<file path="config.mk">
export PLATFORM = sky130hd
export DESIGN_NAME = draw_text_rect
export DESIGN_NICKNAME = d
export VERILOG_FILES = /design/src/rtl/draw_text_rect.sv
export SDC_FILE = /design/constraint.sdc
export NUM_CORES = 1
export LEC_CHECK = 0
export BUFFER_PORTS_ARGS = -buffer_cell sky130_fd_sc_hd__buf_2
export CORE_MARGIN = 5
export CORE_UTILIZATION = 46
export DETAILED_ROUTE_END_ITERATION = 8
export PLACE_DENSITY_LB_ADDON = 0.12
export SYNTH_ARGS = -nofsm -noshare
export SYNTH_HDL_FRONTEND = slang
export SYNTH_SLANG_ARGS = --single-unit
</file>
<file path="constraint.sdc">
create_clock -name pclk -period 1.4 [get_ports pclk]
set_input_delay 0.07 -clock pclk [delete_from_list [all_inputs] [get_ports pclk]]
set_output_delay 0.07 -clock pclk [all_outputs]
set_load 0.01 [all_outputs]
</file>
<file path="src/rtl/draw_text_rect.sv">
// -----------------------------------------------------------------------------
// draw_text_rect
//
// Text-overlay stage of the VGA pixel pipeline. For each pixel it works out
// which 8x16 character cell of a fixed on-screen rectangle is being scanned,
// presents that cell's address to an external (combinational) text ROM, and
// one cycle later receives the matching font row from an external registered
// font ROM. Wherever the selected glyph bit is set, the incoming colour is
// replaced by FG_COLOR. Latency is exactly 3 pclk cycles, one pixel per cycle.
//
// Optional feature: define TEXT_BLINK_EN to build a vsync-driven frame counter
// that toggles text visibility every BLINK_FRAMES frames.
//
// Parameters
//   XPOS, YPOS    top-left pixel of the text rectangle
//   COLS, ROWS    rectangle size in characters (1..16 each)
//   FG_COLOR      RGB444 colour of set glyph pixels
//   BLINK_FRAMES  frames per blink phase (TEXT_BLINK_EN only)
//
// Ports
//   pclk, rst                          pixel clock, synchronous active-high reset
//   hcount_in, vcount_in               pixel position (11 bit)
//   hsync_in, vsync_in,
//   hblnk_in, vblnk_in                 timing signals
//   rgb_in                             upstream colour (RGB444)
//   char_xy                            text ROM address {row, col}, stage 1
//   char_line                          glyph row 0..15, aligned with char_xy
//   char_pixels                        font row from font ROM (bit 7 = leftmost)
//   hcount_out .. vblnk_out, rgb_out   timing and colour, delayed 3 cycles
// -----------------------------------------------------------------------------
module draw_text_rect #(
  parameter int unsigned XPOS         = 0,
  parameter int unsigned YPOS         = 0,
  parameter int unsigned COLS         = 16,
  parameter int unsigned ROWS         = 1,
  parameter logic [11:0] FG_COLOR     = 12'hFFF,
  parameter int unsigned BLINK_FRAMES = 30
) (
  input  logic        pclk,
  input  logic        rst,
  input  logic [10:0] hcount_in,
  input  logic [10:0] vcount_in,
  input  logic        hsync_in,
  input  logic        vsync_in,
  input  logic        hblnk_in,
  input  logic        vblnk_in,
  input  logic [11:0] rgb_in,
  output logic [7:0]  char_xy,
  output logic [3:0]  char_line,
  input  logic [7:0]  char_pixels,
  output logic [10:0] hcount_out,
  output logic [10:0] vcount_out,
  output logic        hsync_out,
  output logic        vsync_out,
  output logic        hblnk_out,
  output logic        vblnk_out,
  output logic [11:0] rgb_out
);

  localparam logic [11:0] X0    = 12'(XPOS);
  localparam logic [11:0] Y0    = 12'(YPOS);
  localparam logic [10:0] W_PIX = 11'(8 * COLS);
  localparam logic [10:0] H_PIX = 11'(16 * ROWS);

  typedef struct packed {
    logic [10:0] hcount;
    logic [10:0] vcount;
    logic        hsync;
    logic        vsync;
    logic        hblnk;
    logic        vblnk;
    logic [11:0] rgb;
  } timing_t;

  timing_t     tim_in, tim_s1, tim_s2;
  logic [2:0]  bit_sel_s1, bit_sel_s2;
  logic        in_rect_s1, in_rect_s2;
  logic        blink_off;

  assign tim_in = '{hcount: hcount_in, vcount: vcount_in,
                    hsync: hsync_in, vsync: vsync_in,
                    hblnk: hblnk_in, vblnk: vblnk_in, rgb: rgb_in};

  // Offsets are taken one bit wider than the counters: the extra MSB is the
  // borrow, so "left of / above the rectangle" falls out of the subtraction
  // instead of needing a separate >= compare. The low 11 bits are rel_x/rel_y.
  logic [11:0] dx, dy;
  logic        in_rect;

  assign dx      = {1'b0, hcount_in} - X0;
  assign dy      = {1'b0, vcount_in} - Y0;
  assign in_rect = ~dx[11] & (dx[10:0] < W_PIX) &
                   ~dy[11] & (dy[10:0] < H_PIX);

  // ---------------------------------------------------------------------------
  // Stage 1: ROM address and pipeline capture
  // ---------------------------------------------------------------------------
  // NOTE: every pipeline register is cleared by reset so that the outputs read
  // 0 immediately and no stale pixel leaks out after a mid-frame reset.
  always_ff @(posedge pclk) begin
    // NOTE: sequential state is written with <= so every register samples the
    // pre-edge value of its source, independent of statement order.
    if (rst) begin
      char_xy    <= '0;
      char_line  <= '0;
      bit_sel_s1 <= '0;
      in_rect_s1 <= 1'b0;
      tim_s1     <= '0;
    end else begin
      char_xy    <= in_rect ? {dy[7:4], dx[6:3]} : 8'h00;
      char_line  <= in_rect ? dy[3:0] : 4'h0;
      bit_sel_s1 <= dx[2:0];
      in_rect_s1 <= in_rect;
      tim_s1     <= tim_in;
    end
  end

  // ---------------------------------------------------------------------------
  // Stage 2: wait for the registered font ROM to return char_pixels
  // ---------------------------------------------------------------------------
  always_ff @(posedge pclk) begin
    if (rst) begin
      bit_sel_s2 <= '0;
      in_rect_s2 <= 1'b0;
      tim_s2     <= '0;
    end else begin
      bit_sel_s2 <= bit_sel_s1;
      in_rect_s2 <= in_rect_s1;
      tim_s2     <= tim_s1;
    end
  end

  // ---------------------------------------------------------------------------
  // Optional blink: frame counter on vsync rising edges
  // ---------------------------------------------------------------------------
`ifdef TEXT_BLINK_EN
  localparam int unsigned CNT_W = (BLINK_FRAMES > 1) ? $clog2(BLINK_FRAMES) : 1;

  logic [CNT_W-1:0] frame_cnt;
  logic             vsync_prev;
  logic             blink_q;

  always_ff @(posedge pclk) begin
    if (rst) begin
      frame_cnt  <= '0;
      vsync_prev <= 1'b0;
      blink_q    <= 1'b0;
    end else begin
      vsync_prev <= vsync_in;
      if (vsync_in && !vsync_prev) begin
        if (frame_cnt == CNT_W'(BLINK_FRAMES - 1)) begin
          frame_cnt <= '0;
          blink_q   <= ~blink_q;
        end else begin
          frame_cnt <= frame_cnt + 1'b1;
        end
      end
    end
  end

  assign blink_off = blink_q;
`else
  assign blink_off = 1'b0;
`endif

  // ---------------------------------------------------------------------------
  // Stage 3: colour mux and output register
  // ---------------------------------------------------------------------------
  logic pix_on;

  assign pix_on = in_rect_s2 & char_pixels[3'd7 - bit_sel_s2] &
                  ~tim_s2.hblnk & ~tim_s2.vblnk & ~blink_off;

  always_ff @(posedge pclk) begin
    if (rst) begin
      hcount_out <= '0;
      vcount_out <= '0;
      hsync_out  <= 1'b0;
      vsync_out  <= 1'b0;
      hblnk_out  <= 1'b0;
      vblnk_out  <= 1'b0;
      rgb_out    <= '0;
    end else begin
      hcount_out <= tim_s2.hcount;
      vcount_out <= tim_s2.vcount;
      hsync_out  <= tim_s2.hsync;
      vsync_out  <= tim_s2.vsync;
      hblnk_out  <= tim_s2.hblnk;
      vblnk_out  <= tim_s2.vblnk;
      rgb_out    <= pix_on ? FG_COLOR : tim_s2.rgb;
    end
  end

endmodule

</file>
==> results_dict.tcl, run 1 <==
set metrics [dict create \
    grt_overflow 0 \
    synthTopCellsByArea "dfxtp_1 70%, nor2b_1 18%, o32ai_2 4.4%, and2_1 1.4%, clkbuf_1 1.2%" \
    synth_cell_types 19 \
    clkSinkCount 128 \
    worstPathArrival_ns 1.73 \
    initial_utilization 0.474 \
    ir_drop_uv 987 \
    tightest_slew_ns 0.548 \
    vias 2331 \
    p_leak_uw 0.00231 \
    crit_path_start_kind "flip-flop" \
    slew_violations 0 \
    synth_top_area_cell "dfxtp_1" \
    diodes 0 \
    fillerInstances 610 \
    numCtsBuffers 17 \
    hold_slack_ns 0.0695 \
    ys_top_cells_by_count "128 x dfxtp_1, 104 x nor2b_1, 12 x clkbuf_1, 12 x inv_1, 10 x o32ai_2" \
    antenna_found_initial 0 \
    synth_edf_count 0 \
    netlist_instances 293 \
    gr-usage-all-layers 0.139 \
    fin_nets 486 \
    netlist_area_sq_mm 0.00368 \
    ioPinCount 98 \
    ys_warn_count 0 \
    io_buffers 97 \
    status "finished, final reports clean" \
    async_flop_share 0 \
    pre_cts_ws_ns -0.108 \
    row_count 32 \
    fmax_mhz 716 \
    final_hold_viol_count 0 \
    synth.most_common_cell "dfxtp_1" \
    clockBufferDepth 2 \
    cp_cell_sequence "mux4_2 > nor2b_4 > buf_12 > o32ai_2" \
    critPathMaxFanout 12 \
    critPathKind "flip-flop to flip-flop" \
    routabilityCongestion 0.738 \
    slew_headroom 0.635 \
    finClkSkew_ns 0.0149 \
    layout_min_cycle_time_ns 1.40 \
    fin_ws_ns 0.00255 \
    core_area_sq_mm 0.00777 \
    met2_usage 0.223 \
    ys.flop_type "dfxtp_1" \
    cp.required_ns 1.74 \
    ys_seq_elements 128 \
    clk_latency_ns 0.49 \
    cts_setup_buffers 0 \
    power_density_mw_per_mm2 1620 \
    post-route-drc-count 0 \
    syn2layout_area_growth_pct 42.7 \
    drtIter0Drc 64 \
    wl_um 6460 \
    setup_viol 0 \
    grt_pass1_wl_um 10700 \
    via_per_inst 4.22 \
    ant_nets 0 \
    finalNonFillerCells 552 \
    clk_pin_slew_ns 0.06 \
    cp_slowest_cell "mux4_2" \
    cts_tree "done" \
    setup-tns-final_ns 0 \
    dr.pass1.iters 4 \
    wl_per_cell_um 11.7 \
    cts_root_buffer "clkbuf_8" \
    dpl.cell_count 483 \
    final_util 0.676 \
    drive_above_1_share 0.329 \
    dieArea_sq_mm 0.00989 \
    busiest_layer "met2" \
    rsz0062_at_grt "yes" \
    avgSynthCellArea_sq_um 12.6 \
    grt_pass1_vias 2342 \
    worst_path_largest_cell_delay_ns 0.52 \
    hp-class "input pin to flip-flop" \
    synth_top_area_frac 0.696 \
    cts_max_level 4 \
    timing.final.crit_share 0.998 \
    dp_hpwl_um 4010 \
    maxCapViolCount 0 \
    seq_area_frac_synth 0.696 \
    chipHeight_um 99.4 \
    die_width_um 99.4 \
    grt_util_met3 0.0694 \
    grt_max_degree 53 \
    cp-end-kind "flip-flop" \
    use_met1 0.159 \
]
## final cells by class
type,count,area [sq um],area share
sequential,128,2560,0.488
multi-input combinational,139,1000,0.191
timing repair buffer,140,918,0.175
clock buffer,18,428,0.0815
clock inverter,13,164,0.0312
tap,102,128,0.0243
inverter,12,45.0,0.00858
## through the flow
stage	total power, uW	cell area [sq um]
2_1_floorplan	4080	3700
3_3_place_gp	4210	4270
3_5_place_dp	4220	4270
4_1_cts	8580	5250
5_1_grt	8830	5250
6_report	8490	5250
## registers in the layout (all words and copies together) (netlist names)
register and flops:
tim_s1 38, hsync_out 1, tim_s2 38, hblnk_out 1
vcount_out 11, in_rect_s2 1, char_xy 8, vsync_out 1
rgb_out 12, in_rect_s1 1, vblnk_out 1, hcount_out 11
char_line 4
## timing repair
item / in CTS / in global routing
resized for setup: 2 / 0
pin swaps: 0 / 0
hold buffers: 38 / 0
endpoints found under the hold margin: 46 / 0
setup endpoints to repair: 12 / 12
## kinds of logic after synthesis
group,after synthesis,synth area share
simple gates,119,0.204
other cells,1,0.00102
buf+inv,29,0.0354
compound gates,13,0.0513
flops,128,0.696
mux,3,0.0116
## critical path: cells and delay by family, from the launching register on
kind / cells / cell delay (ns)
simple gates: 1 / 0.14
buf+inv: 1 / 0.15
flops: 1 / 0.33
compound gates: 1 / 0.09
mux: 1 / 0.52
## layout by cell type, fill, tap and decap left out, types with 3 or more instances in the layout
master	netlist	routed
and2_1	8	8
buf_2	2	96
buf_4	1	5
bufinv_16	0	3
clkbuf_16	0	16
clkinvlp_4	0	8
conb_1	1	4
dfxtp_1	128	127
dlygate4sd3_1	0	38
inv_1	12	12
nor2b_1	104	104
nor4_1	3	3
o32ai_2	10	10
## worst paths after layout
path / startpoint / to / slack (ns) / cells after the start
max: tim_s2[27] / rgb_out[4] / 0.003 / 4
min: rst / tim_s2[27] / 0.07 / 3
max reg2reg: tim_s2[27] / rgb_out[4] / 0.003 / 4
min reg2reg: tim_s1[8] / tim_s2[8] / 0.43 / 1
## metal layers
metal / part of all wire / up-vias
met3: 0.074 / 7
met4: 0.0098 / 0
met1: 0.44 / 1045
li1: - / 1205
met2: 0.47 / 74
met5: 0 / -
## power breakdown
part | switching [uW] | total [uW] | internal [uW]
combinational | 177 | 413 | 236
clock | 1520 | 4260 | 2750
sequential | 30.4 | 3810 | 3780
Note: power is estimated with default switching activity, not from simulation.
==> run 2: changes to the inputs <==
- ABC_AREA: unset -> 1
==> run 2 against run 1 <==
Register-to-register slack improved by 0.20 ns. Via count increased by 12%. Sequential cell count unchanged. Core utilization shrank 2.7 points. Synthesized area grew 1.8%. Synthesized cell count rose by 39%. Wire length increased by 3.0%. Combinational power barely moved. Largest cell class unchanged. Largest power group is now sequential cells. Highest routed layer unchanged.
==> results_dict.tcl, run 2 <==
set metrics [dict create \
    status "finished, final reports clean" \
    dr.pass1.iters 4 \
    use_met1 0.167 \
    grt_util_met3 0.0598 \
    dp_hpwl_um 4340 \
    initial_utilization 0.463 \
    final_common_cell "dfxtp_1" \
    vias 2621 \
    multi_input_area_sq_um 689 \
    critPathKind "input pin to flip-flop" \
    seq_area_sq_mm 0.00256 \
    clk_pin_slew_ns 0.06 \
    cp-end-kind "flip-flop" \
    synth_edf_count 0 \
    crit_path_start_kind "input pin" \
    timing.final.crit_share 0.939 \
    crit_top_cell "dlygate4sd3_1" \
    clkSinkCount 128 \
    diodes 0 \
    antenna_found_initial 0 \
    wl_um 6650 \
    avgSynthCellArea_sq_um 9.22 \
    ys_seq_elements 128 \
    layout_min_cycle_time_ns 1.31 \
    finClkSkew_ns 0.00574 \
    rsz0062_at_grt "no" \
    chipHeight_um 100 \
    core_area_sq_mm 0.00809 \
    setup_viol 0 \
    total_power_uw 7910 \
    numCtsBuffers 17 \
    clk_latency_ns 0.49 \
    async_flop_share 0 \
    layout_common_cells "128 x dfxtp_1, 114 x inv_1, 104 x nor2_1" \
    drive_above_1_share 0.271 \
    largestRegisters "tim_s1 x38, tim_s2 x38, rgb_out x12" \
    netlist_instances 406 \
    synth_cell_types 17 \
    worstPathArrival_ns 1.74 \
    cts_tree "done" \
    fmax_mhz 761 \
    final_hold_viol_count 0 \
    gr-usage-all-layers 0.148 \
    synth_top_area_cell "dfxtp_1" \
    ioPinCount 98 \
    setup-tns-final_ns 0 \
    slew_violations 0 \
    hp-class "input pin to flip-flop" \
    io_buffers 97 \
    wl_per_cell_um 9.88 \
    row_count 33 \
    cts_root_buffer "clkbuf_8" \
    synth.most_common_cell "dfxtp_1" \
    seq_area_frac_synth 0.684 \
    cts_max_level 4 \
    ir_drop_uv 971 \
    via_per_inst 3.89 \
    grt_max_degree 41 \
    grt_overflow 0 \
    cp_cell_sequence "dlygate4sd3_1 > buf_4 > nor2_4 > nand3_2 > nor3_4 > dlygate4sd3_1" \
    ant_nets 0 \
    critPathMaxFanout 8 \
    maxCapViolCount 0 \
    die_width_um 100 \
    power_density_mw_per_mm2 1510 \
    fillerInstances 720 \
    worst_path_largest_cell_delay_ns 0.58 \
    ys_warn_count 0 \
    syn2layout_area_growth_pct 40.3 \
    busiest_layer "met2" \
    cp_slowest_cell "dlygate4sd3_1" \
    grt_pass1_vias 2655 \
    clockBufferDepth 2 \
    drtIter0Drc 57 \
    synthTopCellsByArea "dfxtp_1 68%, inv_1 11%, nor2_1 10%, a21oi_2 2.3%, nor2_2 1.3%" \
    dieArea_sq_mm 0.0100 \
    fin_nets 603 \
    netlist_area_sq_mm 0.00374 \
    grt_pass1_wl_um 11700 \
    cp.required_ns 1.82 \
    post-route-drc-count 0 \
    ys.flop_type "dfxtp_1" \
    ys_top_cells_by_count "128 x dfxtp_1, 114 x inv_1, 104 x nor2_1" \
    p_leak_uw 0.00262 \
    synth_top_area_frac 0.684 \
    met2_usage 0.247 \
    routabilityCongestion 0.766 \
]
## run 2: cell type report
| type | instances | area share |
|---|---|---|
| Clock buffer | 19 | 0.0803 |
| Tap cell | 105 | 0.0250 |
| Multi-Input combinational cell | 151 | 0.131 |
| Inverter | 116 | 0.0829 |
| Timing Repair Buffer | 141 | 0.175 |
| Clock inverter | 13 | 0.0176 |
| Sequential cell | 128 | 0.488 |
## run 2: final timing paths
kind	startpoint	to	slack, ns	cells past startpoint
worst min-delay path	char_pixels[1]	rgb_out[6]	0.23	7
worst max-delay path	rst	in_rect_s1	0.09	6
worst min register to register	in_rect_s1	in_rect_s2	0.40	2
worst max register to register	tim_s2[27]	rgb_out[0]	0.20	7
## run 2: critical path, delay by kind of cell
kind,cells,cell delay (ns)
buffers and inverters,3,1.30
AND/OR/NAND/NOR,3,0.36
## run 2: logic make-up (layout without fill, tap and decap cells)
logic type	count (synthesis)	in the layout	share of synthesized area
buffers and inverters	130	289	0.137
AOI/OAI and AO/OA	12	12	0.0261
other	1	4	0.00100
DFF	128	128	0.684
and+or+nand+nor	135	135	0.152
## run 2: per-stage QoR
step                std cells  setup WS (ns)   util  area, sq um  hold slack, ns
floorplan                 409          0.345      -         3760           0.177
global placement          600          0.165  0.534         4320           0.268
detailed placement        600         0.0961  0.534         4320           0.277
CTS                       673         0.0839  0.648         5250           0.286
global route              673         0.0449  0.649         5250           0.247
finish                    673         0.0855  0.649         5250           0.226
## run 2: report_power, final
| group | internal [uW] | leakage (uW) | total [uW] | switching [uW] |
|---|---|---|---|---|
| Sequential | 3780 | 0.00105 | 3820 | 35.7 |
| Clock | 2170 | 0.000240 | 3680 | 1510 |
| Combinational | 208 | 0.00133 | 414 | 206 |
## run 2: layer usage
layer / vias to the layer above / share of wire
li1: 1419 / -
met1: 1133 / 0.42
met2: 61 / 0.51
met3: 8 / 0.069
met4: 0 / 0.0078
met5: - / 0
## run 2: repair_timing
| action | CTS | global route |
|---|---|---|
| hold endpoints to repair | 50 | 0 |
| hold buffers | 41 | 0 |
| setup buffers | 0 | 0 |
| setup endpoints to repair | 0 | 9 |
| gates resized for setup | 0 | 1 |
